--- src/rtl/bus_arbiter_if.sv ---
// AXI4-Lite channel bundle shared by the bus arbiter, its requesters and the
// system bus. master drives requests (AW/W/AR valid+payload, B/R ready);
// slave drives the ready/response side.
interface axi4lite #(
  parameter int AW = 32,
  parameter int DW = 32
);
  logic          awvalid, awready;
  logic [AW-1:0] awaddr;
  logic [2:0]    awprot;
  logic          wvalid, wready;
  logic [DW-1:0] wdata;
  logic [DW/8-1:0] wstrb;
  logic          bvalid, bready;
  logic [1:0]    bresp;
  logic          arvalid, arready;
  logic [AW-1:0] araddr;
  logic [2:0]    arprot;
  logic          rvalid, rready;
  logic [DW-1:0] rdata;
  logic [1:0]    rresp;

  modport master (
    output awvalid, awaddr, awprot, wvalid, wdata, wstrb, bready,
           arvalid, araddr, arprot, rready,
    input  awready, wready, bvalid, bresp, arready, rvalid, rdata, rresp
  );

  modport slave (
    input  awvalid, awaddr, awprot, wvalid, wdata, wstrb, bready,
           arvalid, araddr, arprot, rready,
    output awready, wready, bvalid, bresp, arready, rvalid, rdata, rresp
  );
endinterface

--- src/rtl/bus_arbiter.sv ---
// Shares one AXI4-Lite system bus between ifetch (read-only) and the LSU.
// Reads are serialised (one outstanding), LSU writes take priority over reads
// and are never overlapped with a read.
// Build option: define ARB_ROUND_ROBIN_EN for alternating read arbitration
// instead of fixed LSU priority with an ifetch starvation guard.
module bus_arbiter #(
  parameter int STARVE_LIMIT = 4
) (
  input  logic   clk,
  input  logic   rst,
  axi4lite.slave  ifetch_bus,
  axi4lite.slave  lsu_bus,
  axi4lite.master sys_bus,
  output logic   grant_ifetch,
  output logic   grant_lsu
);
  typedef enum logic [1:0] {IDLE, RADDR, RDATA, WRITE} state_t;

  state_t state, state_nx;
  logic   own_lsu, own_lsu_nx;   // current transaction owner (1 = LSU)
  logic   aw_done, aw_done_nx;
  logic   w_done, w_done_nx;
  logic   if_req, lsu_req, pick_lsu, rd_grant, b_open;

  assign if_req   = ifetch_bus.arvalid;
  assign lsu_req  = lsu_bus.arvalid;
  // a read grant is made in IDLE only when no write is pending
  assign rd_grant = (state == IDLE) && !lsu_bus.awvalid && (if_req || lsu_req);
  assign b_open   = (state == WRITE) && aw_done && w_done;

`ifdef ARB_ROUND_ROBIN_EN
  logic last_if;  // last read grant went to ifetch; resets so LSU wins first
  assign pick_lsu = lsu_req && (!if_req || last_if);

  // remember the last read winner so a contested read alternates
  always_ff @(posedge clk or negedge rst)
    if (!rst)          last_if <= 1'b1;
    else if (rd_grant) last_if <= !pick_lsu;
`else
  localparam logic [3:0] LIMIT = 4'(STARVE_LIMIT);
  logic [3:0] starve_cnt;  // consecutive LSU read wins over a waiting ifetch
  assign pick_lsu = lsu_req && (!if_req || (starve_cnt != LIMIT));

  // count LSU wins against a waiting ifetch; saturate, clear otherwise
  always_ff @(posedge clk or negedge rst)
    if (!rst) starve_cnt <= '0;
    else if (rd_grant) begin
      if (!pick_lsu || !if_req)  starve_cnt <= '0;
      else if (starve_cnt != LIMIT) starve_cnt <= starve_cnt + 4'd1;
    end
`endif

  // state, owner and write-completion flags
  always_ff @(posedge clk or negedge rst)
    if (!rst) begin
      state   <= IDLE;
      own_lsu <= 1'b0;
      aw_done <= 1'b0;
      w_done  <= 1'b0;
    end else begin
      state   <= state_nx;
      own_lsu <= own_lsu_nx;
      aw_done <= aw_done_nx;
      w_done  <= w_done_nx;
    end

  // next state: registered arbitration in IDLE, handshake-driven elsewhere
  always_comb begin
    state_nx   = state;
    own_lsu_nx = own_lsu;
    aw_done_nx = aw_done;
    w_done_nx  = w_done;
    case (state)
      IDLE: begin
        if (lsu_bus.awvalid) begin
          state_nx   = WRITE;
          own_lsu_nx = 1'b1;
          aw_done_nx = 1'b0;
          w_done_nx  = 1'b0;
        end else if (rd_grant) begin
          state_nx   = RADDR;
          own_lsu_nx = pick_lsu;
        end
      end
      RADDR: if (sys_bus.arvalid && sys_bus.arready) state_nx = RDATA;
      RDATA: if (sys_bus.rvalid && sys_bus.rready)   state_nx = IDLE;
      WRITE: begin
        if (sys_bus.awvalid && sys_bus.awready) aw_done_nx = 1'b1;
        if (sys_bus.wvalid && sys_bus.wready)   w_done_nx  = 1'b1;
        if (sys_bus.bvalid && sys_bus.bready)   state_nx   = IDLE;
      end
      default: state_nx = IDLE;
    endcase
  end

  assign grant_lsu    = (state != IDLE) && own_lsu;
  assign grant_ifetch = ((state == RADDR) || (state == RDATA)) && !own_lsu;

  // channel routing; every valid/ready is qualified by state so reset clears all
  always_comb begin
    // AR: mux the granted client onto the bus
    sys_bus.arvalid    = (state == RADDR) && (own_lsu ? lsu_bus.arvalid : ifetch_bus.arvalid);
    sys_bus.araddr     = own_lsu ? lsu_bus.araddr : ifetch_bus.araddr;
    sys_bus.arprot     = own_lsu ? lsu_bus.arprot : ifetch_bus.arprot;
    lsu_bus.arready    = (state == RADDR) && own_lsu && sys_bus.arready;
    ifetch_bus.arready = (state == RADDR) && !own_lsu && sys_bus.arready;
    // R: payload broadcast, valid only to the owner
    sys_bus.rready     = (state == RDATA) && (own_lsu ? lsu_bus.rready : ifetch_bus.rready);
    lsu_bus.rvalid     = (state == RDATA) && own_lsu && sys_bus.rvalid;
    ifetch_bus.rvalid  = (state == RDATA) && !own_lsu && sys_bus.rvalid;
    lsu_bus.rdata      = sys_bus.rdata;
    lsu_bus.rresp      = sys_bus.rresp;
    ifetch_bus.rdata   = sys_bus.rdata;
    ifetch_bus.rresp   = sys_bus.rresp;
    // AW/W: LSU only, each channel closes once its handshake is seen
    sys_bus.awvalid    = (state == WRITE) && !aw_done && lsu_bus.awvalid;
    sys_bus.awaddr     = lsu_bus.awaddr;
    sys_bus.awprot     = lsu_bus.awprot;
    lsu_bus.awready    = (state == WRITE) && !aw_done && sys_bus.awready;
    sys_bus.wvalid     = (state == WRITE) && !w_done && lsu_bus.wvalid;
    sys_bus.wdata      = lsu_bus.wdata;
    sys_bus.wstrb      = lsu_bus.wstrb;
    lsu_bus.wready     = (state == WRITE) && !w_done && sys_bus.wready;
    // B: opened only after both AW and W have completed
    lsu_bus.bvalid     = b_open && sys_bus.bvalid;
    lsu_bus.bresp      = sys_bus.bresp;
    sys_bus.bready     = b_open && lsu_bus.bready;
    // ifetch never writes
    ifetch_bus.awready = 1'b0;
    ifetch_bus.wready  = 1'b0;
    ifetch_bus.bvalid  = 1'b0;
    ifetch_bus.bresp   = 2'b00;
  end

  // ifetch write-side inputs are intentionally ignored
  logic unused_if_wr;
  assign unused_if_wr = ^{ifetch_bus.awvalid, ifetch_bus.awaddr, ifetch_bus.awprot,
                          ifetch_bus.wvalid, ifetch_bus.wdata, ifetch_bus.wstrb,
                          ifetch_bus.bready};
endmodule

--- src/flat_wrapper.sv ---
// flat-port wrapper written by rule: the top's interface ports become plain ports
module bus_arbiter_flat 
#(
  parameter int STARVE_LIMIT = 4
)
  (clk, rst, grant_ifetch, grant_lsu, ifetch_bus_awvalid, ifetch_bus_awaddr, ifetch_bus_awprot, ifetch_bus_wvalid, ifetch_bus_wdata, ifetch_bus_wstrb, ifetch_bus_bready, ifetch_bus_arvalid, ifetch_bus_araddr, ifetch_bus_arprot, ifetch_bus_rready, ifetch_bus_awready, ifetch_bus_wready, ifetch_bus_bvalid, ifetch_bus_bresp, ifetch_bus_arready, ifetch_bus_rvalid, ifetch_bus_rdata, ifetch_bus_rresp, lsu_bus_awvalid, lsu_bus_awaddr, lsu_bus_awprot, lsu_bus_wvalid, lsu_bus_wdata, lsu_bus_wstrb, lsu_bus_bready, lsu_bus_arvalid, lsu_bus_araddr, lsu_bus_arprot, lsu_bus_rready, lsu_bus_awready, lsu_bus_wready, lsu_bus_bvalid, lsu_bus_bresp, lsu_bus_arready, lsu_bus_rvalid, lsu_bus_rdata, lsu_bus_rresp, sys_bus_awvalid, sys_bus_awaddr, sys_bus_awprot, sys_bus_wvalid, sys_bus_wdata, sys_bus_wstrb, sys_bus_bready, sys_bus_arvalid, sys_bus_araddr, sys_bus_arprot, sys_bus_rready, sys_bus_awready, sys_bus_wready, sys_bus_bvalid, sys_bus_bresp, sys_bus_arready, sys_bus_rvalid, sys_bus_rdata, sys_bus_rresp);
  axi4lite ifetch_bus_i ();
  axi4lite lsu_bus_i ();
  axi4lite sys_bus_i ();
  input  logic clk;
  input  logic rst;
  output logic grant_ifetch;
  output logic grant_lsu;
  input wire logic [$bits(ifetch_bus_i.awvalid)-1:0] ifetch_bus_awvalid;
  input wire logic [$bits(ifetch_bus_i.awaddr)-1:0] ifetch_bus_awaddr;
  input wire logic [$bits(ifetch_bus_i.awprot)-1:0] ifetch_bus_awprot;
  input wire logic [$bits(ifetch_bus_i.wvalid)-1:0] ifetch_bus_wvalid;
  input wire logic [$bits(ifetch_bus_i.wdata)-1:0] ifetch_bus_wdata;
  input wire logic [$bits(ifetch_bus_i.wstrb)-1:0] ifetch_bus_wstrb;
  input wire logic [$bits(ifetch_bus_i.bready)-1:0] ifetch_bus_bready;
  input wire logic [$bits(ifetch_bus_i.arvalid)-1:0] ifetch_bus_arvalid;
  input wire logic [$bits(ifetch_bus_i.araddr)-1:0] ifetch_bus_araddr;
  input wire logic [$bits(ifetch_bus_i.arprot)-1:0] ifetch_bus_arprot;
  input wire logic [$bits(ifetch_bus_i.rready)-1:0] ifetch_bus_rready;
  output wire logic [$bits(ifetch_bus_i.awready)-1:0] ifetch_bus_awready;
  output wire logic [$bits(ifetch_bus_i.wready)-1:0] ifetch_bus_wready;
  output wire logic [$bits(ifetch_bus_i.bvalid)-1:0] ifetch_bus_bvalid;
  output wire logic [$bits(ifetch_bus_i.bresp)-1:0] ifetch_bus_bresp;
  output wire logic [$bits(ifetch_bus_i.arready)-1:0] ifetch_bus_arready;
  output wire logic [$bits(ifetch_bus_i.rvalid)-1:0] ifetch_bus_rvalid;
  output wire logic [$bits(ifetch_bus_i.rdata)-1:0] ifetch_bus_rdata;
  output wire logic [$bits(ifetch_bus_i.rresp)-1:0] ifetch_bus_rresp;
  input wire logic [$bits(lsu_bus_i.awvalid)-1:0] lsu_bus_awvalid;
  input wire logic [$bits(lsu_bus_i.awaddr)-1:0] lsu_bus_awaddr;
  input wire logic [$bits(lsu_bus_i.awprot)-1:0] lsu_bus_awprot;
  input wire logic [$bits(lsu_bus_i.wvalid)-1:0] lsu_bus_wvalid;
  input wire logic [$bits(lsu_bus_i.wdata)-1:0] lsu_bus_wdata;
  input wire logic [$bits(lsu_bus_i.wstrb)-1:0] lsu_bus_wstrb;
  input wire logic [$bits(lsu_bus_i.bready)-1:0] lsu_bus_bready;
  input wire logic [$bits(lsu_bus_i.arvalid)-1:0] lsu_bus_arvalid;
  input wire logic [$bits(lsu_bus_i.araddr)-1:0] lsu_bus_araddr;
  input wire logic [$bits(lsu_bus_i.arprot)-1:0] lsu_bus_arprot;
  input wire logic [$bits(lsu_bus_i.rready)-1:0] lsu_bus_rready;
  output wire logic [$bits(lsu_bus_i.awready)-1:0] lsu_bus_awready;
  output wire logic [$bits(lsu_bus_i.wready)-1:0] lsu_bus_wready;
  output wire logic [$bits(lsu_bus_i.bvalid)-1:0] lsu_bus_bvalid;
  output wire logic [$bits(lsu_bus_i.bresp)-1:0] lsu_bus_bresp;
  output wire logic [$bits(lsu_bus_i.arready)-1:0] lsu_bus_arready;
  output wire logic [$bits(lsu_bus_i.rvalid)-1:0] lsu_bus_rvalid;
  output wire logic [$bits(lsu_bus_i.rdata)-1:0] lsu_bus_rdata;
  output wire logic [$bits(lsu_bus_i.rresp)-1:0] lsu_bus_rresp;
  output wire logic [$bits(sys_bus_i.awvalid)-1:0] sys_bus_awvalid;
  output wire logic [$bits(sys_bus_i.awaddr)-1:0] sys_bus_awaddr;
  output wire logic [$bits(sys_bus_i.awprot)-1:0] sys_bus_awprot;
  output wire logic [$bits(sys_bus_i.wvalid)-1:0] sys_bus_wvalid;
  output wire logic [$bits(sys_bus_i.wdata)-1:0] sys_bus_wdata;
  output wire logic [$bits(sys_bus_i.wstrb)-1:0] sys_bus_wstrb;
  output wire logic [$bits(sys_bus_i.bready)-1:0] sys_bus_bready;
  output wire logic [$bits(sys_bus_i.arvalid)-1:0] sys_bus_arvalid;
  output wire logic [$bits(sys_bus_i.araddr)-1:0] sys_bus_araddr;
  output wire logic [$bits(sys_bus_i.arprot)-1:0] sys_bus_arprot;
  output wire logic [$bits(sys_bus_i.rready)-1:0] sys_bus_rready;
  input wire logic [$bits(sys_bus_i.awready)-1:0] sys_bus_awready;
  input wire logic [$bits(sys_bus_i.wready)-1:0] sys_bus_wready;
  input wire logic [$bits(sys_bus_i.bvalid)-1:0] sys_bus_bvalid;
  input wire logic [$bits(sys_bus_i.bresp)-1:0] sys_bus_bresp;
  input wire logic [$bits(sys_bus_i.arready)-1:0] sys_bus_arready;
  input wire logic [$bits(sys_bus_i.rvalid)-1:0] sys_bus_rvalid;
  input wire logic [$bits(sys_bus_i.rdata)-1:0] sys_bus_rdata;
  input wire logic [$bits(sys_bus_i.rresp)-1:0] sys_bus_rresp;
  assign ifetch_bus_i.awvalid = ifetch_bus_awvalid;
  assign ifetch_bus_i.awaddr = ifetch_bus_awaddr;
  assign ifetch_bus_i.awprot = ifetch_bus_awprot;
  assign ifetch_bus_i.wvalid = ifetch_bus_wvalid;
  assign ifetch_bus_i.wdata = ifetch_bus_wdata;
  assign ifetch_bus_i.wstrb = ifetch_bus_wstrb;
  assign ifetch_bus_i.bready = ifetch_bus_bready;
  assign ifetch_bus_i.arvalid = ifetch_bus_arvalid;
  assign ifetch_bus_i.araddr = ifetch_bus_araddr;
  assign ifetch_bus_i.arprot = ifetch_bus_arprot;
  assign ifetch_bus_i.rready = ifetch_bus_rready;
  assign ifetch_bus_awready = ifetch_bus_i.awready;
  assign ifetch_bus_wready = ifetch_bus_i.wready;
  assign ifetch_bus_bvalid = ifetch_bus_i.bvalid;
  assign ifetch_bus_bresp = ifetch_bus_i.bresp;
  assign ifetch_bus_arready = ifetch_bus_i.arready;
  assign ifetch_bus_rvalid = ifetch_bus_i.rvalid;
  assign ifetch_bus_rdata = ifetch_bus_i.rdata;
  assign ifetch_bus_rresp = ifetch_bus_i.rresp;
  assign lsu_bus_i.awvalid = lsu_bus_awvalid;
  assign lsu_bus_i.awaddr = lsu_bus_awaddr;
  assign lsu_bus_i.awprot = lsu_bus_awprot;
  assign lsu_bus_i.wvalid = lsu_bus_wvalid;
  assign lsu_bus_i.wdata = lsu_bus_wdata;
  assign lsu_bus_i.wstrb = lsu_bus_wstrb;
  assign lsu_bus_i.bready = lsu_bus_bready;
  assign lsu_bus_i.arvalid = lsu_bus_arvalid;
  assign lsu_bus_i.araddr = lsu_bus_araddr;
  assign lsu_bus_i.arprot = lsu_bus_arprot;
  assign lsu_bus_i.rready = lsu_bus_rready;
  assign lsu_bus_awready = lsu_bus_i.awready;
  assign lsu_bus_wready = lsu_bus_i.wready;
  assign lsu_bus_bvalid = lsu_bus_i.bvalid;
  assign lsu_bus_bresp = lsu_bus_i.bresp;
  assign lsu_bus_arready = lsu_bus_i.arready;
  assign lsu_bus_rvalid = lsu_bus_i.rvalid;
  assign lsu_bus_rdata = lsu_bus_i.rdata;
  assign lsu_bus_rresp = lsu_bus_i.rresp;
  assign sys_bus_awvalid = sys_bus_i.awvalid;
  assign sys_bus_awaddr = sys_bus_i.awaddr;
  assign sys_bus_awprot = sys_bus_i.awprot;
  assign sys_bus_wvalid = sys_bus_i.wvalid;
  assign sys_bus_wdata = sys_bus_i.wdata;
  assign sys_bus_wstrb = sys_bus_i.wstrb;
  assign sys_bus_bready = sys_bus_i.bready;
  assign sys_bus_arvalid = sys_bus_i.arvalid;
  assign sys_bus_araddr = sys_bus_i.araddr;
  assign sys_bus_arprot = sys_bus_i.arprot;
  assign sys_bus_rready = sys_bus_i.rready;
  assign sys_bus_i.awready = sys_bus_awready;
  assign sys_bus_i.wready = sys_bus_wready;
  assign sys_bus_i.bvalid = sys_bus_bvalid;
  assign sys_bus_i.bresp = sys_bus_bresp;
  assign sys_bus_i.arready = sys_bus_arready;
  assign sys_bus_i.rvalid = sys_bus_rvalid;
  assign sys_bus_i.rdata = sys_bus_rdata;
  assign sys_bus_i.rresp = sys_bus_rresp;
  bus_arbiter #(.STARVE_LIMIT(STARVE_LIMIT)) u_core (.clk(clk), .rst(rst), .ifetch_bus(ifetch_bus_i), .lsu_bus(lsu_bus_i), .sys_bus(sys_bus_i), .grant_ifetch(grant_ifetch), .grant_lsu(grant_lsu));
endmodule
--- config.mk ---
export PLATFORM = sky130hd
export DESIGN_NAME = bus_arbiter_flat
export DESIGN_NICKNAME = d
export VERILOG_FILES = /design/src/rtl/bus_arbiter_if.sv /design/src/rtl/bus_arbiter.sv /design/src/flat_wrapper.sv
export SDC_FILE = /design/constraint.sdc
export NUM_CORES = 1
export LEC_CHECK = 0
export BUFFER_PORTS_ARGS = -buffer_cell sky130_fd_sc_hd__buf_2
export CAP_MARGIN = 20
export CELL_PAD_IN_SITES_DETAIL_PLACEMENT = 1
export CELL_PAD_IN_SITES_GLOBAL_PLACEMENT = 2
export CORE_AREA = 2 2 177 179
export CTS_BUF_LIST = sky130_fd_sc_hd__clkbuf_16
export DETAILED_ROUTE_END_ITERATION = 16
export DIE_AREA = 0 0 179 181
export PLACE_DENSITY = 0.72
export SYNTH_ARGS = -nofsm -noshare
export SYNTH_HDL_FRONTEND = slang
export SYNTH_SLANG_ARGS = --single-unit
--- constraint.sdc ---
create_clock -name clk -period 1.4 [get_ports clk]
set_input_delay 0.28 -clock clk [delete_from_list [all_inputs] [get_ports clk]]
set_output_delay 0.28 -clock clk [all_outputs]
set_load 0.03 [all_outputs]
After elaboration in Yosys (flattened, before gate mapping)
Index checks and enable logic that the tools add are counted.
{"block": "word_totals", "in_bits": 265, "reg_bits": 9, "output_inout_bits": 195, "wordCells": 86}
{"block": "classes", "n_eq_ne": 11, "n_addsub": 1, "muxes": 19, "reduce_logical": 50}
{"op": "32-bit 2-to-1 mux", "n": 1}
{"op": "1-bit logical AND", "n": 30}
{"op": "2-bit 2-to-1 mux", "n": 5}
{"op": "4-bit 2-to-1 mux", "n": 2}
{"op": "2-bit != test, second input constant", "n": 4}
{"op": "2-bit one-hot mux with 4 select lines", "n": 1}
{"op": "2-bit nonzero test", "n": 4}
{"op": "1-bit 2-to-1 mux", "n": 7}
{"op": "1-bit logical NOT", "n": 6}
{"op": "3-bit AND reduction", "n": 2}
{"op": "4-bit by 1-bit adder with 4-bit output, second input constant", "n": 1}
{"op": "2-bit equality test, second input constant", "n": 2}
{"op": "1-bit logical OR", "n": 4}
{"op": "2-bit by 1-bit != test with 1-bit output, second input constant", "n": 2}
{"op": "4-bit by 3-bit != test with 1-bit output, second input constant", "n": 1}
{"op": "1-bit one-hot mux with 2 select lines", "n": 2}
{"op": "2-bit AND reduction", "n": 2}
{"op": "4-bit AND reduction", "n": 1}
{"op": "3-bit 2-to-1 mux", "n": 1}
{"op": "3-bit by 2-bit != test with 1-bit output, second input constant", "n": 1}
{"op": "2-bit by 1-bit equality test with 1-bit output, second input constant", "n": 1}
{"op": "2-bit logical NOT", "n": 1}

Longest topological paths before layout
Gate-level depths: netlist (run 1).
{"block": "logic_depth", "ltp_word": 7, "mapped_depth": 6, "depth_no_buf": 6}

Worst setup path after synthesis (run 1)
OpenSTA, ideal clock, no wires.
{"block": "synth_timing", "path_type": "reg-to-reg", "from": "register u_core.state[0]", "to": "register u_core.state[0]", "path_slack_ns": -0.159, "t_arrival_ns": 1.434, "path_stages_with_launch": 7, "setup_time_ns": 0.125, "path_cell_list": "dfrtp_1 -> inv_1 -> ha_1 -> nor2b_2 -> a22oi_2 -> nand3_2 -> mux2_4"}
{"block": "synth_via", "elab_chain_len": 7, "elab_cells_between_ends": 20}
{"item": "start: declaration", "line_no": "bus_arbiter.sv:19", "text": "state_t state, state_nx;"}
{"item": "start signal: assignment", "line_no": "bus_arbiter.sv:61", "text": "state <= state_nx;"}
{"item": "2-bit equality test", "line_no": "bus_arbiter.sv:29, bus_arbiter.sv:73"}
{"item": "1-bit logical AND (2 in a row)", "line_no": "bus_arbiter.sv:29", "text": "assign b_open = (state == WRITE) && aw_done && w_done;"}
{"item": "1-bit logical AND", "line_no": "bus_arbiter.sv:127", "text": "sys_bus.bready = b_open && lsu_bus.bready;"}
{"item": "1-bit logical AND", "line_no": "bus_arbiter.sv:90", "text": "if (sys_bus.bvalid && sys_bus.bready) state_nx = IDLE;"}
{"item": "2-bit != test (no line)"}
{"item": "4-bit AND reduction (no line)"}
Parallel ways exist; a longest one is shown, timed or not.
A chain may end at the register's enable or synchronous reset.

Final worst setup path (run 1)
{"block": "layout_timing", "from": "register u_core.own_lsu", "to": "output port ifetch_bus_rvalid"}
{"block": "layout_via", "elab_chain_len": 3}
{"item": "start: declaration", "line_no": "bus_arbiter.sv:20", "text": "logic own_lsu, own_lsu_nx;"}
{"item": "start signal: assignment", "line_no": "bus_arbiter.sv:62", "text": "own_lsu <= own_lsu_nx;"}
{"item": "1-bit logical NOT", "line_no": "bus_arbiter.sv:110", "text": "ifetch_bus.rvalid = (state == RDATA) && !own_lsu && sys_bus.rvalid;"}
{"item": "1-bit logical AND (2 in a row)", "line_no": "bus_arbiter.sv:110"}
{"item": "end: declaration", "line_no": "flat_wrapper.sv:30", "text": "output wire logic [$bits(ifetch_bus_i.rvalid)-1:0] ifetch_bus_rvalid;"}
Every way passes these cells.

==> out/metrics.cfg, run 1 <==
[synthesis]
ys_ff_latch=9
synthMuxAreaShare_pct=20.6
synthCells=265
yosys_warnings=0
syn_area_um2=2230
synth_compound_area_share_pct=4.88
yosysMostFrequentCell=buf_4
ys_types=35
synthXorXnorAreaFrac_pct=0
synth_ff_type=dfrtp_1
synthAdderAreaFrac_pct=3.93
synth_top_family_by_area=buffers and inverters
synth.area.top_cells=buf_4, mux2_2, dfrtp_1
yosysTopAreaCell=buf_4
seq_area_frac_synth_pct=10.1
synth_top_area_share_pct=49.8
synth_edf_count=0
async_reset_ff_share_pct=100
synth_area_per_cell_um2=8.41
synth_common_cells=buf_4, mux2_2, dfrtp_1, ha_1, inv_1
synth_simple_gate_area_share_pct=8.25

[flow_run]
max-cap-violations=0

[timing]
fmax_mhz=590
setup_ws_ns=-0.295
finalCriticalPeriod_ns=1.69
timing_hold_violations_final=0
grt_setup_unrepaired=yes
drv_slew=0
finalCritPeriodShare_pct=121
setup_violations=52
setup_tns_ns=-12.89
fin_worst_skew_ns=0.00237

[final_layout]
fill_cells=3565
drive_gt1_share_pct=84.2
area_delta_synth_final_pct=50.2
postLayoutCellArea_um2=3350
nets=564
fin_cells=688

[setup_path]
critPathKind=register to output pin
cp-end-kind=output pin
start_kind=register
critPathMostFrequentCell=buf_6
cp_max_fo=7
worst_r2r_path_depth=6
max_stage_delay_ns=0.41
crit_required_ns=1.12
crit_arrival_ns=1.41
rr_startpoint=u_core.own_lsu$_DFFE_PN0P_
critical_path.cell_chain=buf_12, buf_8, buf_6, inv_6, and3_4, buf_6
cp_slowest_cell=dfrtp_2
r2r-end=u_core.state[0]$_DFFE_PN0P_
reg2reg_setup_slack_ns=-0.18

[global_routing]
grt_pass1_wl_um=12700
grt-ovfl-total=0
grtUsageTotal_pct=5.53
grt_max_degree=15
grt_pass1_vias=1955
antenna_found_initial=3

[detailed_routing]
dr.pass1.iters=4
viasPerCell=2.61
drt_iter0_markers=20
routedWlPerCell_um=14.3
num_vias=1798
totalWireLength_um=9810
drc_errors=0
ant_nets=0

[floorplan]
rows=64
core_area_um2=30300
io_pins=460
die-width_um=179
die_area_um2=32400
start_util_pct=7.35
die_h_um=181

[clock_network]
cts_tree=built
clock-root-buffer=clkbuf_16
insertion_delay_ns=0.24
clk_pin_slew_ns=0.04
cts.sinks=9
cts_buffers=3
htreeDepth=1
cts_buffer_depth=2

[min_path]
min_to=u_core.aw_done$_DFFE_PN0P_
min_from=sys_bus_awready
hold_path_class=primary input to register
hold_depth=3

[place]
place_inst=667
hpwlAfterDp_um=7890
dpl_cell_area_um2=2530
gp_congestion=0.680
pre_cts_slack_ns=-0.158
portBuffers=132

[pwr]
power_mw=5.92
ir_drop_mv=0.345
p_per_area_nw_per_um2=1770
p_leak_nw=1.53

[outcome]
violations=negative setup slack
status=complete, but fails checks

==> worst max-delay path: cells and delay by family, from the launching register on <==
| kind | cells | cell delay [ns] |
|---|---|---|
| buffers and inverters | 5 | 0.60 |
| and+or+nand+nor | 1 | 0.17 |
| DFF | 1 | 0.41 |
==> worst max path at each step <==
stage / from / to / slack (ns) / depth (start not counted)
finish: u_core.own_lsu$_DFFE_PN0P_ / ifetch_bus_rvalid / -0.29 / 6
floorplan: u_core.state[0]$_DFFE_PN0P_ / u_core.state[0]$_DFFE_PN0P_ / -0.05 / 6
global route: u_core.own_lsu$_DFFE_PN0P_ / ifetch_bus_arready / -0.33 / 6
global placement: u_core.state[1]$_DFFE_PN0P_ / u_core.state[0]$_DFFE_PN0P_ / -0.15 / 6
CTS: u_core.own_lsu$_DFFE_PN0P_ / sys_bus_araddr[29] / -0.35 / 4
detailed placement: u_core.state[1]$_DFFE_PN0P_ / u_core.state[0]$_DFFE_PN0P_ / -0.16 / 6
==> state kept, by name, indices dropped and copies added, names as in the netlist <==
signal	flops
u_core.aw_done	1
u_core.own_lsu	1
u_core.starve_cnt	4
u_core.state	2
u_core.w_done	1
==> through the flow <==
step | hold WS [ns] | util [%]
floorplan | -0.0156 | -
global placement | 0.182 | 8.34
detailed placement | 0.184 | 8.34
CTS | 0.305 | 10.0
global route | 0.326 | 11.0
finish | 0.307 | 11.0
==> power by group <==
part	total [mW]	switching [mW]	internal (mW)
clock network	0.535	0.156	0.379
logic	4.90	2.30	2.60
registers	0.483	0.115	0.368
total	5.92	2.57	3.35
==> what timing repair did <==
item                                    CTS  global route
gates resized for setup                  89            86
endpoints found under the hold margin     9             0
hold buffers                              1             0
buffers inserted                         12             4
endpoints found under the setup margin   54            56
pin swaps                                 7             6
cloned                                    1             2
==> area by class of cell <==
type                       count  area (um2)  share of cell area [%]
clock inverter                 1        5.00                   0.149
multi-input combinational    100        1100                    32.7
timing repair buffer         171        1410                    42.1
inverter                       7        36.3                    1.08
sequential                     9         229                    6.84
antenna                        1        2.50                  0.0747
tap                          396         495                    14.8
clock buffer                   3        75.1                    2.24
==> cell families after synthesis <==
kind of cell	count (synthesis)
buf+inv	160
mux	41
simple gates	29
compound gates	18
flops	9
fa+ha+maj	7
other cells	1
==> routing by layer <==
layer | global-route usage, % | up-vias | routed length, um
met2 | 9.11 | 164 | 4800
li1 | - | 778 | -
met4 | 2.73 | 2 | 297
met3 | 5.07 | 50 | 1910
met1 | 4.39 | 804 | 2780
met5 | 0 | - | 12
==> placed cells by master (no fill, tap or decap), drive strengths merged, types with 4 or more instances in the layout <==
master / count
buf: 168
ha: 7
clkbuf: 5
inv: 7
mux2: 36
o21ai: 8
mux2i: 5
a21oi: 4
dfrtp: 9
and3b: 4
conb: 5
and3: 4
nor2b: 4
nand2: 4
nor2: 4
(Power assumes the default switching activity.)
==> run 2: changes to the inputs <==
--- a/config.mk
+++ b/config.mk
@@ -13,7 +13,8 @@
 export CTS_BUF_LIST = sky130_fd_sc_hd__clkbuf_16
 export DETAILED_ROUTE_END_ITERATION = 16
 export DIE_AREA = 0 0 179 181
-export PLACE_DENSITY = 0.72
+export MAX_ROUTING_LAYER = met4
+export PLACE_DENSITY_LB_ADDON = 0.1
 export SYNTH_ARGS = -nofsm -noshare
 export SYNTH_HDL_FRONTEND = slang
 export SYNTH_SLANG_ARGS = --single-unit
==> out/metrics.cfg, run 2 (same netlist as run 1, synthesis figures left out) <==
[global_routing]
grt-ovfl-total=0
grtUsageTotal_pct=5.22
antenna_found_initial=1
grt_max_degree=15
grt_pass1_vias=2027
grt_pass1_wl_um=12200

[detailed_routing]
drc_errors=0
viasPerCell=2.57
num_vias=1795
routedWlPerCell_um=13.1
dr.pass1.iters=2
drt_iter0_markers=21
totalWireLength_um=9180
ant_nets=0

[final_layout]
drive_gt1_share_pct=84.8
area_delta_synth_final_pct=56.7
layout_common_cells=buf_2, buf_6, buf_4, mux2_4, dfrtp_1
layout_commonest_cell=buf_2
fill_cells=3562
nets=575
largestRegisters=u_core.starve_cnt (4), u_core.state (2)
regMostFlops=u_core.starve_cnt
largest_reg_flops=4

[clock_network]
insertion_delay_ns=0.24
cts_tree=built
cts.sinks=9
cts_buffer_depth=2
clock-root-buffer=clkbuf_16
cts_buffers=3
clk_pin_slew_ns=0.04
htreeDepth=1

[min_path]
min_from=sys_bus_awready
hold_path_class=primary input to register
min_to=u_core.aw_done$_DFFE_PN0P_
hold_depth=3

[setup_path]
critPathKind=register to output pin
worst_r2r_path_depth=6
start_kind=register
reg2reg_setup_slack_ns=-0.20
cp-startpoint=u_core.own_lsu$_DFFE_PN0P_
cp-end-kind=output pin
crit_required_ns=1.12
rr_startpoint=u_core.own_lsu$_DFFE_PN0P_
cp_max_fo=3
r2r-end=u_core.state[0]$_DFFE_PN0P_
crit_arrival_ns=1.46

[timing]
timing_hold_violations_final=0
drv_slew=0
setup_violations=54
fin_worst_skew_ns=0.000388
setup_ws_ns=-0.344
fmax_mhz=573
finalCritPeriodShare_pct=125
grt_setup_unrepaired=yes
finalCriticalPeriod_ns=1.74

[pwr]
power_mw=6.25
ir_drop_mv=0.339
p_leak_nw=1.66
p_per_area_nw_per_um2=1790

[place]
pre_cts_slack_ns=-0.230
hpwlAfterDp_um=7370
portBuffers=132
gp_congestion=0.645

[floorplan]
die_area_um2=32400
die_h_um=181
core_area_um2=30300
die-width_um=179
start_util_pct=7.35
rows=64
io_pins=460

[flow_run]
max-cap-violations=0

[outcome]
status=complete, but fails checks
violations=negative setup slack

## run 2: cell count changes in the layout (fill, tap and decap cells not counted), sizes merged
cell / delta
buf: +11
clkinv: -1
inv: +1
## run 2: cell type report
class,instances,area (um2),area share [%]
clock buffer,3,75.1,2.15
antenna,1,2.50,0.0716
sequential,9,228,6.52
tap,396,495,14.2
clock inverter,1,3.75,0.107
inverter,7,36.3,1.04
timing repair buffer,182,1480,42.2
multi-input combinational,100,1180,33.7
## run 2: per-layer routing
metal	vias up	wire [um]	track usage, %
met2	138	4690	9.71
met5	-	0	-
li1	796	-	-
met3	26	1320	2.38
met4	0	196	1.63
met1	835	2980	4.65
## run 2: stage by stage
stage	setup TNS, ns	std cells	utilization (%)	hold WS [ns]	area, um2
global placement	-7.45	676	8.48	0.177	2570
CTS	-16.00	692	10.6	0.323	3230
floorplan	-0.155	269	-	-0.0156	2310
finish	-13.80	699	11.5	0.311	3490
detailed placement	-7.64	676	8.48	0.179	2570
global route	-16.76	699	11.5	0.349	3490
## run 2: where the power goes
part | internal (mW) | leakage, nW | switching (mW)
sequential | 0.365 | 0.114 | 0.114
clock | 0.375 | 0.0423 | 0.143
combinational | 2.85 | 1.50 | 2.41
total | 3.59 | 1.66 | 2.67
## run 2: repair_timing
item / CTS / global route
pin swaps: 9 / 10
gates resized for setup: 126 / 53
hold buffers: 1 / 0
gates cloned: 1 / 2
endpoints found under the setup margin: 55 / 56
setup buffers: 12 / 5
endpoints found under the hold margin: 9 / 0
## run 2: worst max-delay path, cell delays in order, from the launching register on
cell and delay (ns):
dfrtp_2 0.43, buf_6 0.13, buf_6 0.11, mux2i_4 0.20
buf_6 0.13, nor2b_4 0.09, buf_6 0.13
## run 2: worst max-delay path by stage
stage	cells after the start	slack [ns]	end
3_3_place_gp	5	-0.23	u_core.state[0]$_DFFE_PN0P_
5_1_grt	6	-0.40	sys_bus_arvalid
6_report	6	-0.34	sys_bus_arvalid
2_1_floorplan	6	-0.05	u_core.state[0]$_DFFE_PN0P_
4_1_cts	5	-0.40	ifetch_bus_rvalid
3_5_place_dp	5	-0.23	u_core.state[0]$_DFFE_PN0P_
==> run 3: changes to the inputs <==
--- a/config.mk
+++ b/config.mk
@@ -5,14 +5,14 @@
 export SDC_FILE = /design/constraint.sdc
 export NUM_CORES = 1
 export LEC_CHECK = 0
-export BUFFER_PORTS_ARGS = -buffer_cell sky130_fd_sc_hd__buf_2
 export CAP_MARGIN = 20
 export CELL_PAD_IN_SITES_DETAIL_PLACEMENT = 1
 export CELL_PAD_IN_SITES_GLOBAL_PLACEMENT = 2
-export CORE_AREA = 2 2 177 179
+export CORE_AREA = 2 2 180 182
 export CTS_BUF_LIST = sky130_fd_sc_hd__clkbuf_16
 export DETAILED_ROUTE_END_ITERATION = 16
-export DIE_AREA = 0 0 179 181
+export DIE_AREA = 0 0 182 184
+export DONT_BUFFER_PORTS = 1
 export MAX_ROUTING_LAYER = met4
 export PLACE_DENSITY_LB_ADDON = 0.1
 export SYNTH_ARGS = -nofsm -noshare
==> out/metrics.cfg, run 3 (same netlist as run 1, synthesis figures left out) <==
[clock_network]
cts_buffer_depth=2
clk_pin_slew_ns=0.04
clock-root-buffer=clkbuf_16
htreeDepth=1
cts_buffers=3
cts_tree=built
cts.sinks=9
insertion_delay_ns=0.24

[outcome]
status=complete, but fails checks
violations=negative setup slack

[min_path]
hold_depth=1
min_from=ifetch_bus_arvalid
min_to=u_core.own_lsu$_DFFE_PN0P_
hold_path_class=primary input to register

[detailed_routing]
num_vias=1263
route.met3.wl_um=848
met2_length_um=3310
routedWlPerCell_um=12.0
drt_iter0_markers=41
dr.max_layer_used=met4
drc_errors=0
met1Wirelength_um=2530
totalWireLength_um=6840
viasPerCell=2.21
ant_nets=0
dr.pass1.iters=3

[place]
hpwlAfterDp_um=5550
portBuffers=0
gp_congestion=0.572
dpl_cell_area_um2=2010

[setup_path]
rr_startpoint=u_core.own_lsu$_DFFE_PN0P_
critical_path.cell_chain=buf_4, ha_4, buf_6, and3b_1, buf_6
crit_arrival_ns=1.39
max_stage_delay_ns=0.38
r2r-end=u_core.state[0]$_DFFE_PN0P_
critPathMostFrequentCell=buf_6
worst_r2r_path_depth=6
cp_max_fo=5
cp-end-kind=output pin
reg2reg_setup_slack_ns=-0.21
start_kind=register
crit_required_ns=1.12
cp_slowest_cell=dfrtp_1
critPathKind=register to output pin

[final_layout]
multiInputGateArea_um2=1190
regArea_um2=226
layout_commonest_cell=mux2_4
area_delta_synth_final_pct=15.1
layout_common_cells=mux2_4, buf_4, buf_6, dfrtp_1, buf_12
drive_gt1_share_pct=72.6
fill_cells=3674
largest_reg_flops=4
regMostFlops=u_core.starve_cnt
largestRegisters=u_core.starve_cnt (4), u_core.state (2)
nets=441
postLayoutCellArea_um2=2570

[flow_run]
max-cap-violations=0

[floorplan]
core_area_um2=31400
die_area_um2=33500
rows=65
start_util_pct=7.10
die_h_um=184
die-width_um=182
io_pins=460

[timing]
setup_tns_ns=-10.04
fin_worst_skew_ns=0.00202
timing_hold_violations_final=0
relSlewSlack_pct=62.3
setup_ws_ns=-0.272
fmax_mhz=598
drv_slew=0
setup_violations=52
worst_pin_slew_ns=0.563
finalCritPeriodShare_pct=119
grt_setup_unrepaired=yes
finalCriticalPeriod_ns=1.67

[pwr]
p_leak_nw=1.05
ir_drop_mv=0.390
power_mw=5.32
p_per_area_nw_per_um2=2070

[global_routing]
antenna_found_initial=1
grt_pass1_vias=1397
grtUsageTotal_pct=3.87
grt_max_degree=14
grt-ovfl-total=0
grt_pass1_wl_um=9150

## run 3: how the worst max path moves through the flow
stage,startpoint,endpoint,slack (ns),cells after the start
after floorplan,u_core.state[0]$_DFFE_PN0P_,u_core.state[0]$_DFFE_PN0P_,-0.05,6
after global placement,u_core.own_lsu$_DFFE_PN0P_,u_core.state[0]$_DFFE_PN0P_,-0.28,6
after detailed placement,u_core.own_lsu$_DFFE_PN0P_,u_core.state[0]$_DFFE_PN0P_,-0.31,6
after CTS,u_core.state[0]$_DFFE_PN0P_,sys_bus_awvalid,-0.29,5
after global routing,u_core.state[0]$_DFFE_PN0P_,lsu_bus_awready,-0.33,5
final,u_core.state[1]$_DFFE_PN0P_,lsu_bus_awready,-0.27,5
## run 3: report_power, final
part,switching [mW],internal [mW],total (mW),leakage (nW)
logic,2.18,2.16,4.34,0.891
registers,0.0908,0.362,0.453,0.115
clock network,0.144,0.375,0.520,0.0423
total,2.42,2.90,5.32,1.05
## run 3: layer usage
metal,track usage (%),vias up
met5,-,-
met4,1.45,0
met3,1.51,34
met2,6.58,136
met1,4.07,561
li1,-,532
## run 3: worst max-delay path: cells and delay by family, from the launching register on
family | cells | cell delay (ns)
fa+ha+maj | 1 | 0.17
buf+inv | 3 | 0.43
simple gates | 1 | 0.17
flops | 1 | 0.38
## run 3: layout make-up
type / instances / share of cell area [%]
timing repair buffer: 48 / 20.9
multi-input combinational: 100 / 46.2
clock buffer: 3 / 2.93
inverter: 7 / 1.32
sequential: 9 / 8.82
antenna: 1 / 0.0975
tap: 402 / 19.6
clock inverter: 1 / 0.146
## run 3: what timing repair did
action | in CTS | in global routing
endpoints found under the hold margin | 9 | 0
pin swaps | 12 | 5
cloned | 1 | 1
endpoints found under the setup margin | 57 | 55
resized for setup | 83 | 12
setup buffers | 7 | 3
hold buffers | 1 | 0
## run 3: metrics by stage
stage / hold slack [ns] / setup slack (ns) / instances / util (%)
finish: 0.169 / -0.272 / 571 / 8.17
global route: 0.169 / -0.326 / 571 / 8.17
CTS: 0.170 / -0.287 / 567 / 7.91
detailed placement: -0.0144 / -0.306 / 556 / 6.42
global placement: -0.0145 / -0.278 / 556 / 6.42
floorplan: -0.0156 / -0.0540 / 269 / -
